==> config.mk <==
export PLATFORM = sky130hd
export DESIGN_NAME = uart_rx
export DESIGN_NICKNAME = d
export VERILOG_FILES = /design/src/rtl/uart_rx_pkg.sv /design/src/rtl/uart_rx_sampler.sv /design/src/rtl/uart_rx.sv
export SDC_FILE = /design/constraint.sdc
export NUM_CORES = 1
export LEC_CHECK = 0
export ABC_AREA = 1
export CAP_MARGIN = 20
export CORE_MARGIN = 4
export CORE_UTILIZATION = 35
export CTS_BUF_LIST = sky130_fd_sc_hd__clkbuf_8
export DETAILED_ROUTE_END_ITERATION = 6
export GPL_TIMING_DRIVEN = 0
export PLACE_DENSITY = 0.52
export SYNTH_ARGS = -nofsm -noshare
export SYNTH_HDL_FRONTEND = slang
export SYNTH_SLANG_ARGS = --single-unit
==> constraint.sdc <==
create_clock -name CLK -period 2.3 [get_ports CLK]
set_input_delay 0.23 -clock CLK [delete_from_list [all_inputs] [get_ports CLK]]
set_output_delay 0.23 -clock CLK [all_outputs]
set_load 0.1 [all_outputs]
==> src/rtl/uart_rx_pkg.sv <==
// uart_rx_pkg: shared types and sizing for the uart_rx receiver.
//   rx_state_e     - receiver frame state (IDLE, START, DATA, PARITY, STOP)
//   PRESCALE_DEF   - default maximum oversampling ratio
//   DATA_WIDTH_DEF - default number of data bits per frame
//   EDGE_W         - width of the edge counter / Prescale port at the default ratio
package uart_rx_pkg;

  localparam int PRESCALE_DEF   = 32;
  localparam int DATA_WIDTH_DEF = 8;
  localparam int EDGE_W         = $clog2(PRESCALE_DEF) + 1;

  typedef enum logic [2:0] {
    IDLE,
    START,
    DATA,
    PARITY,
    STOP
  } rx_state_e;

endpackage

==> src/rtl/uart_rx_sampler.sv <==
// uart_rx_sampler: three-tap majority-vote sampler for one serial bit.
// Ports:
//   clk, rst     - receiver clock, asynchronous active-high reset
//   edge_cnt     - position inside the current bit (0..prescale-1)
//   prescale     - clock cycles per serial bit for the current frame
//   rx_in        - serial line
//   sampled_bit  - majority of the three taps around mid-bit
//   sample_done  - high for the one cycle where sampled_bit is first valid
module uart_rx_sampler
  import uart_rx_pkg::*;
#(
  parameter int EW = EDGE_W
) (
  input  logic          clk,
  input  logic          rst,
  input  logic [EW-1:0] edge_cnt,
  input  logic [EW-1:0] prescale,
  input  logic          rx_in,
  output logic          sampled_bit,
  output logic          sample_done
);

  logic [EW-1:0] half;
  logic [2:0]    tap_q;
  logic [2:0]    tap_d;

  assign half = prescale >> 1;

  // Taps sit at half-1, half and half+1; each holds its value until the
  // same position comes round in the next bit.
  genvar gi;
  generate
    for (gi = 0; gi < 3; gi++) begin : g_tap
      assign tap_d[gi] = (edge_cnt == half + EW'(gi) - EW'(1)) ? rx_in : tap_q[gi];
    end
  endgenerate

  always_ff @(posedge clk or posedge rst) begin
    if (rst) begin
      tap_q <= '0;
    end else begin
      tap_q <= tap_d;
    end
  end

  assign sampled_bit = (tap_q[0] & tap_q[1]) | (tap_q[0] & tap_q[2]) | (tap_q[1] & tap_q[2]);
  // Last tap is registered at half+1, so the vote is usable from half+2.
  assign sample_done = (edge_cnt == half + EW'(2));

endmodule

==> src/rtl/uart_rx.sv <==
// uart_rx: oversampling asynchronous serial receiver.
// Frame: start bit, DATA_WIDTH data bits LSB first, optional parity, one stop bit.
// Ports:
//   CLK        - oversampling clock (rising edge)
//   RST        - asynchronous active-high reset
//   PAR_TYP    - 0 even parity, 1 odd parity
//   PAR_EN     - frame carries a parity bit
//   Prescale   - CLK cycles per serial bit (8, 16 or 32)
//   RX_IN      - serial line, idle high
//   P_Data     - last correctly received word
//   Data_Valid - one-cycle strobe when P_Data is updated
// Optional (macro UART_RX_ERR_FLAGS_EN):
//   Par_Err, Stp_Err - parity / stop error of the current or last frame
module uart_rx
  import uart_rx_pkg::*;
#(
  parameter int PRESCALE   = PRESCALE_DEF,
  parameter int DATA_WIDTH = DATA_WIDTH_DEF
) (
  input  logic                      CLK,
  input  logic                      RST,
  input  logic                      PAR_TYP,
  input  logic                      PAR_EN,
  input  logic [$clog2(PRESCALE):0] Prescale,
  input  logic                      RX_IN,
  output logic [DATA_WIDTH-1:0]     P_Data,
  output logic                      Data_Valid
`ifdef UART_RX_ERR_FLAGS_EN
  ,
  output logic                      Par_Err,
  output logic                      Stp_Err
`endif
);

  localparam int EW = $clog2(PRESCALE) + 1;
  localparam int BW = $clog2(DATA_WIDTH) + 1;

  rx_state_e             state_q, state_d;
  logic [EW-1:0]         edge_q, edge_d;
  logic [BW-1:0]         bit_q, bit_d;
  logic [DATA_WIDTH-1:0] shreg_q, shreg_d;
  logic [EW-1:0]         prescale_q, prescale_d;
  logic                  par_en_q, par_en_d;
  logic                  par_typ_q, par_typ_d;
  logic                  par_err_q, par_err_d;
  logic                  stp_err_q, stp_err_d;
  logic [DATA_WIDTH-1:0] p_data_q, p_data_d;
  logic                  valid_q, valid_d;

  logic last_edge;
  logic enter_start;
  logic sampled_bit;
  logic sample_done;

  uart_rx_sampler #(.EW(EW)) u_sampler (
    .clk         (CLK),
    .rst         (RST),
    .edge_cnt    (edge_q),
    .prescale    (prescale_q),
    .rx_in       (RX_IN),
    .sampled_bit (sampled_bit),
    .sample_done (sample_done)
  );

  assign last_edge = (edge_q == prescale_q - EW'(1));

  always_comb begin
    state_d     = state_q;
    edge_d      = (state_q == IDLE || last_edge) ? '0 : edge_q + EW'(1);
    bit_d       = bit_q;
    shreg_d     = shreg_q;
    prescale_d  = prescale_q;
    par_en_d    = par_en_q;
    par_typ_d   = par_typ_q;
    par_err_d   = par_err_q;
    stp_err_d   = stp_err_q;
    p_data_d    = p_data_q;
    valid_d     = 1'b0;
    enter_start = 1'b0;

    case (state_q)
      IDLE: begin
        if (!RX_IN) enter_start = 1'b1;
      end
      START: begin
        // A high mid-bit vote means the falling edge was a glitch.
        if (sample_done && sampled_bit) begin
          state_d = IDLE;
          edge_d  = '0;
        end else if (last_edge) begin
          state_d = DATA;
        end
      end
      DATA: begin
        if (sample_done) shreg_d = {sampled_bit, shreg_q[DATA_WIDTH-1:1]};
        if (last_edge) begin
          if (bit_q == BW'(DATA_WIDTH - 1)) begin
            bit_d   = '0;
            state_d = par_en_q ? PARITY : STOP;
          end else begin
            bit_d = bit_q + BW'(1);
          end
        end
      end
      PARITY: begin
        // Even: bit equals XOR of data; odd: its complement.
        if (sample_done && (sampled_bit != ((^shreg_q) ^ par_typ_q))) par_err_d = 1'b1;
        if (last_edge) state_d = STOP;
      end
      STOP: begin
        if (sample_done && !sampled_bit) stp_err_d = 1'b1;
        if (last_edge) begin
          if (!par_err_q && !stp_err_q) begin
            p_data_d = shreg_q;
            valid_d  = 1'b1;
          end
          // A low line at the end of stop is the next frame's start bit.
          if (!RX_IN) enter_start = 1'b1;
          else        state_d     = IDLE;
        end
      end
      default: state_d = IDLE;
    endcase

    if (enter_start) begin
      state_d    = START;
      edge_d     = '0;
      bit_d      = '0;
      prescale_d = Prescale;
      par_en_d   = PAR_EN;
      par_typ_d  = PAR_TYP;
      par_err_d  = 1'b0;
      stp_err_d  = 1'b0;
    end
  end

  always_ff @(posedge CLK or posedge RST) begin
    if (RST) begin
      state_q    <= IDLE;
      edge_q     <= '0;
      bit_q      <= '0;
      shreg_q    <= '0;
      prescale_q <= '0;
      par_en_q   <= 1'b0;
      par_typ_q  <= 1'b0;
      par_err_q  <= 1'b0;
      stp_err_q  <= 1'b0;
      p_data_q   <= '0;
      valid_q    <= 1'b0;
    end else begin
      state_q    <= state_d;
      edge_q     <= edge_d;
      bit_q      <= bit_d;
      shreg_q    <= shreg_d;
      prescale_q <= prescale_d;
      par_en_q   <= par_en_d;
      par_typ_q  <= par_typ_d;
      par_err_q  <= par_err_d;
      stp_err_q  <= stp_err_d;
      p_data_q   <= p_data_d;
      valid_q    <= valid_d;
    end
  end

  assign P_Data     = p_data_q;
  assign Data_Valid = valid_q;
`ifdef UART_RX_ERR_FLAGS_EN
  assign Par_Err    = par_err_q;
  assign Stp_Err    = stp_err_q;
`endif

endmodule

==> impl_metrics.csv <==
group,metric,value,unit
status,status,"finished clean",
clocking,ctsLongestPathBuffers,2,
sta,worst_pin_slew,977.1,ps
routing,vias_per_cell,4.619,
final_layout,antenna_cells,0,
setup_path,endpoint_kind,"flop",
setup_path,cp.required,2490,ps
clocking,root_buffer,"clkbuf_8",
clocking,numCtsBuffers,5,
sta,hold_viol,0,
synth,syn_nets,379,
power,leakage,1.507,nW
global_routing,antenna_found_initial,0,
setup_path,max_stage_delay,410,ps
place,routabilityCongestion,0.8292,
clocking,htree_levels,2,
final_layout,final_cell_mix,"nand2_1, dfrtp_1, inv_1, nand3_1, nor2_1",
floorplanning,fp.coreArea,7331,um^2
synth,syn_area,2673,um^2
setup_path,crit_slowest_cell,"dfrtp_1",
floorplanning,initial_core_util,0.3646,
clocking,clk_pin_slew,90,ps
sta,fin_crit_sh,0.9183,
routing,vias,2245,
synth,ys_seq_area_frac,0.4026,
floorplanning,ios,20,
power,p_per_area,1090,nW/um^2
synth,syn_avg_cell_area,7.444,um^2
place,dp_slack,15.33,ps
floorplanning,die-area,9098,um^2
routing,wirelength,5.867,mm
setup_path,worstPathArrival,2300,ps
sta,fin_skew,9.541,ps
synth,yosys_warnings,0,
final_layout,layout_commonest_cell,"nand2_1",
global_routing,grt_pass1_vias,2164,
global_routing,grt_usage,0.1424,
sta,slew_headroom,0.3466,
place,port-buffer-count,19,
synth,synth_cells,359,
floorplanning,row_count,31,
sta,fmax,473.5,MHz
routing,drcViolationCount,0,
setup_path,path_max_fanout,10,
routing,wl_per_cell,12.07,um
setup_path,cp-start-kind,"flop",
power,max-vdd-ir-drop,0.4086,mV
floorplanning,die_y,95.39,um
job,drv_cap,0,
sta,slew_viol_final,0,
global_routing,grt_max_degree,30,
clocking,clk_latency,300,ps
setup_path,path_cells,"inv_2, ha_1, inv_1, nand2_1, nand2_1, nand2_1, nand2_1, nor2_1, nand3_4, clkinv_2, nand4_4, buf_6, nand2_2, o21ai_2",
setup_path,crit_type,"flop to flop",
floorplanning,dieWidth,95.39,um
sta,setup_tns,0,ps
min_path,min_path_type,"input port to asynchronous set/reset pin",
final_layout,final_cell_area,3102,um^2
sta,setup_ws,188.0,ps
synth,synth.distinct_cells,31,
clocking,tritoncts,"done",
routing,dr.first_iter.drc_count,72,
clocking,clock_sinks,43,
sta,rsz0062_at_grt,"false",
sta,finalSetupViolCount,0,
routing,dr.pass1.iters,5,
setup_path,cp_common_cell,"nand2_1",
routing,postRouteAntennaNets,0,
synth,ys_seq_elements,43,
global_routing,grt_pass1_wl,10.18,mm
final_layout,drive_gt1_frac,0.1266,
global_routing,grt-ovfl-total,0,
final_layout,final_nets,406,
place,hpwlAfterDp,4.511,mm
final_layout,syn_to_final_growth,16.06,%
place,place_area,3007,um^2
sta,fin_crit,2112,ps
[final timing paths]
kind / slack (ps) / end / start / depth (start not counted)
worst max-delay path: 190 / P_Data[7] / prescale_q[1] / 14
worst min-delay path: 210 / prescale_q[1] / RST / 2
worst max register to register: 190 / P_Data[7] / prescale_q[1] / 14
worst min register to register: 480 / P_Data[6] / P_Data[6] / 2
max in group asynchronous: 1620 / par_en_q / RST / 3
min in group CLK: 460 / prescale_q[1] / Prescale[1] / 3
[synthesized netlist by cell type]
library cell | n | area (um^2)
nand2_4 | 1 | 11.26
clkinv_2 | 2 | 10.01
nor4_1 | 1 | 6.260
or2_2 | 1 | 6.260
nor3_1 | 4 | 20.02
nand2_1 | 111 | 416.7
nand4_1 | 5 | 31.28
inv_2 | 6 | 22.52
o211ai_1 | 1 | 7.510
o21ai_2 | 8 | 70.07
o21ai_0 | 17 | 85.08
nor2_2 | 2 | 12.51
xor2_1 | 9 | 78.83
xnor2_1 | 5 | 43.79
nand3_4 | 1 | 17.52
nand3_1 | 31 | 155.2
inv_1 | 43 | 161.4
nand2_2 | 4 | 25.02
buf_4 | 3 | 22.52
inv_4 | 1 | 6.260
nand4_4 | 1 | 21.27
nor2_1 | 27 | 101.4
o31ai_1 | 1 | 7.510
nor2_4 | 2 | 22.52
a21oi_1 | 7 | 35.03
o21ai_1 | 8 | 40.04
nand2b_1 | 1 | 6.260
ha_1 | 9 | 112.6
a31oi_1 | 1 | 6.260
dfrtp_1 | 43 | 1076
buf_6 | 3 | 33.78
[metal layers]
layer | GRT usage | vias to the layer above | wire (um)
met4 | 0.04265 | 0 | 102
met3 | 0.02526 | 8 | 225
met1 | 0.2135 | 1018 | 3119
met5 | 0 | - | 0
met2 | 0.2076 | 33 | 2420
li1 | - | 1186 | -
[cell families after synthesis]
group / after synthesis / synth area share
simple gates: 192 / 0.3193
buf+inv: 58 / 0.09597
compound gates: 43 / 0.09410
flops: 43 / 0.4026
xor+xnor: 14 / 0.04588
fa+ha+maj: 9 / 0.04214
[power breakdown]
group          total, mW  internal [mW]  switching, mW
logic               1.79          0.636           1.15
clock network      0.488          0.209          0.279
registers           1.10          0.921          0.183
total               3.38           1.77           1.62
[registers in the layout, summed over array words and instances (netlist names)]
register / count
Data_Valid: 1
shreg_q: 8
par_en_q: 1
edge_q: 6
par_typ_q: 1
stp_err_q: 1
prescale_q: 6
u_sampler.tap_q: 3
P_Data: 8
state_q: 3
bit_q: 4
par_err_q: 1
[through the flow]
stage,total power [mW],hold slack [ps],instances,utilization
2_1_floorplan,2.496,339.6,359,-
3_3_place_gp,2.879,463.1,477,0.4074
3_5_place_dp,2.897,467.5,478,0.4101
4_1_cts,3.405,222.1,486,0.4217
5_1_grt,3.734,250.7,486,0.4231
6_report,3.382,207.7,486,0.4231
[worst max-delay path, delay by kind of cell (launching register included)]
| kind | cells | cell delay, ps |
|---|---|---|
| and+or+nand+nor | 8 | 790 |
| adders and majority gates | 1 | 240 |
| buffers and inverters | 4 | 500 |
| DFF | 1 | 410 |
| AOI/OAI and AO/OA | 1 | 50 |
[what timing repair did]
item | 4_1_cts | 5_1_grt
setup buffers | 0 | 0
gates resized for setup | 0 | 6
hold buffers | 0 | 0
setup endpoints to repair | 0 | 36
[final cells by class]
class,count,area [um^2]
Sequential cell,43,1079
Fill cell,759,4229
Tap cell,99,123.9
Buffer,6,56.30
Inverter,52,200.2
Multi-Input combinational cell,258,1348
Clock inverter,3,16.27
Timing Repair Buffer,20,210.2
Clock buffer,5,68.82
(Power assumes the default switching activity.)
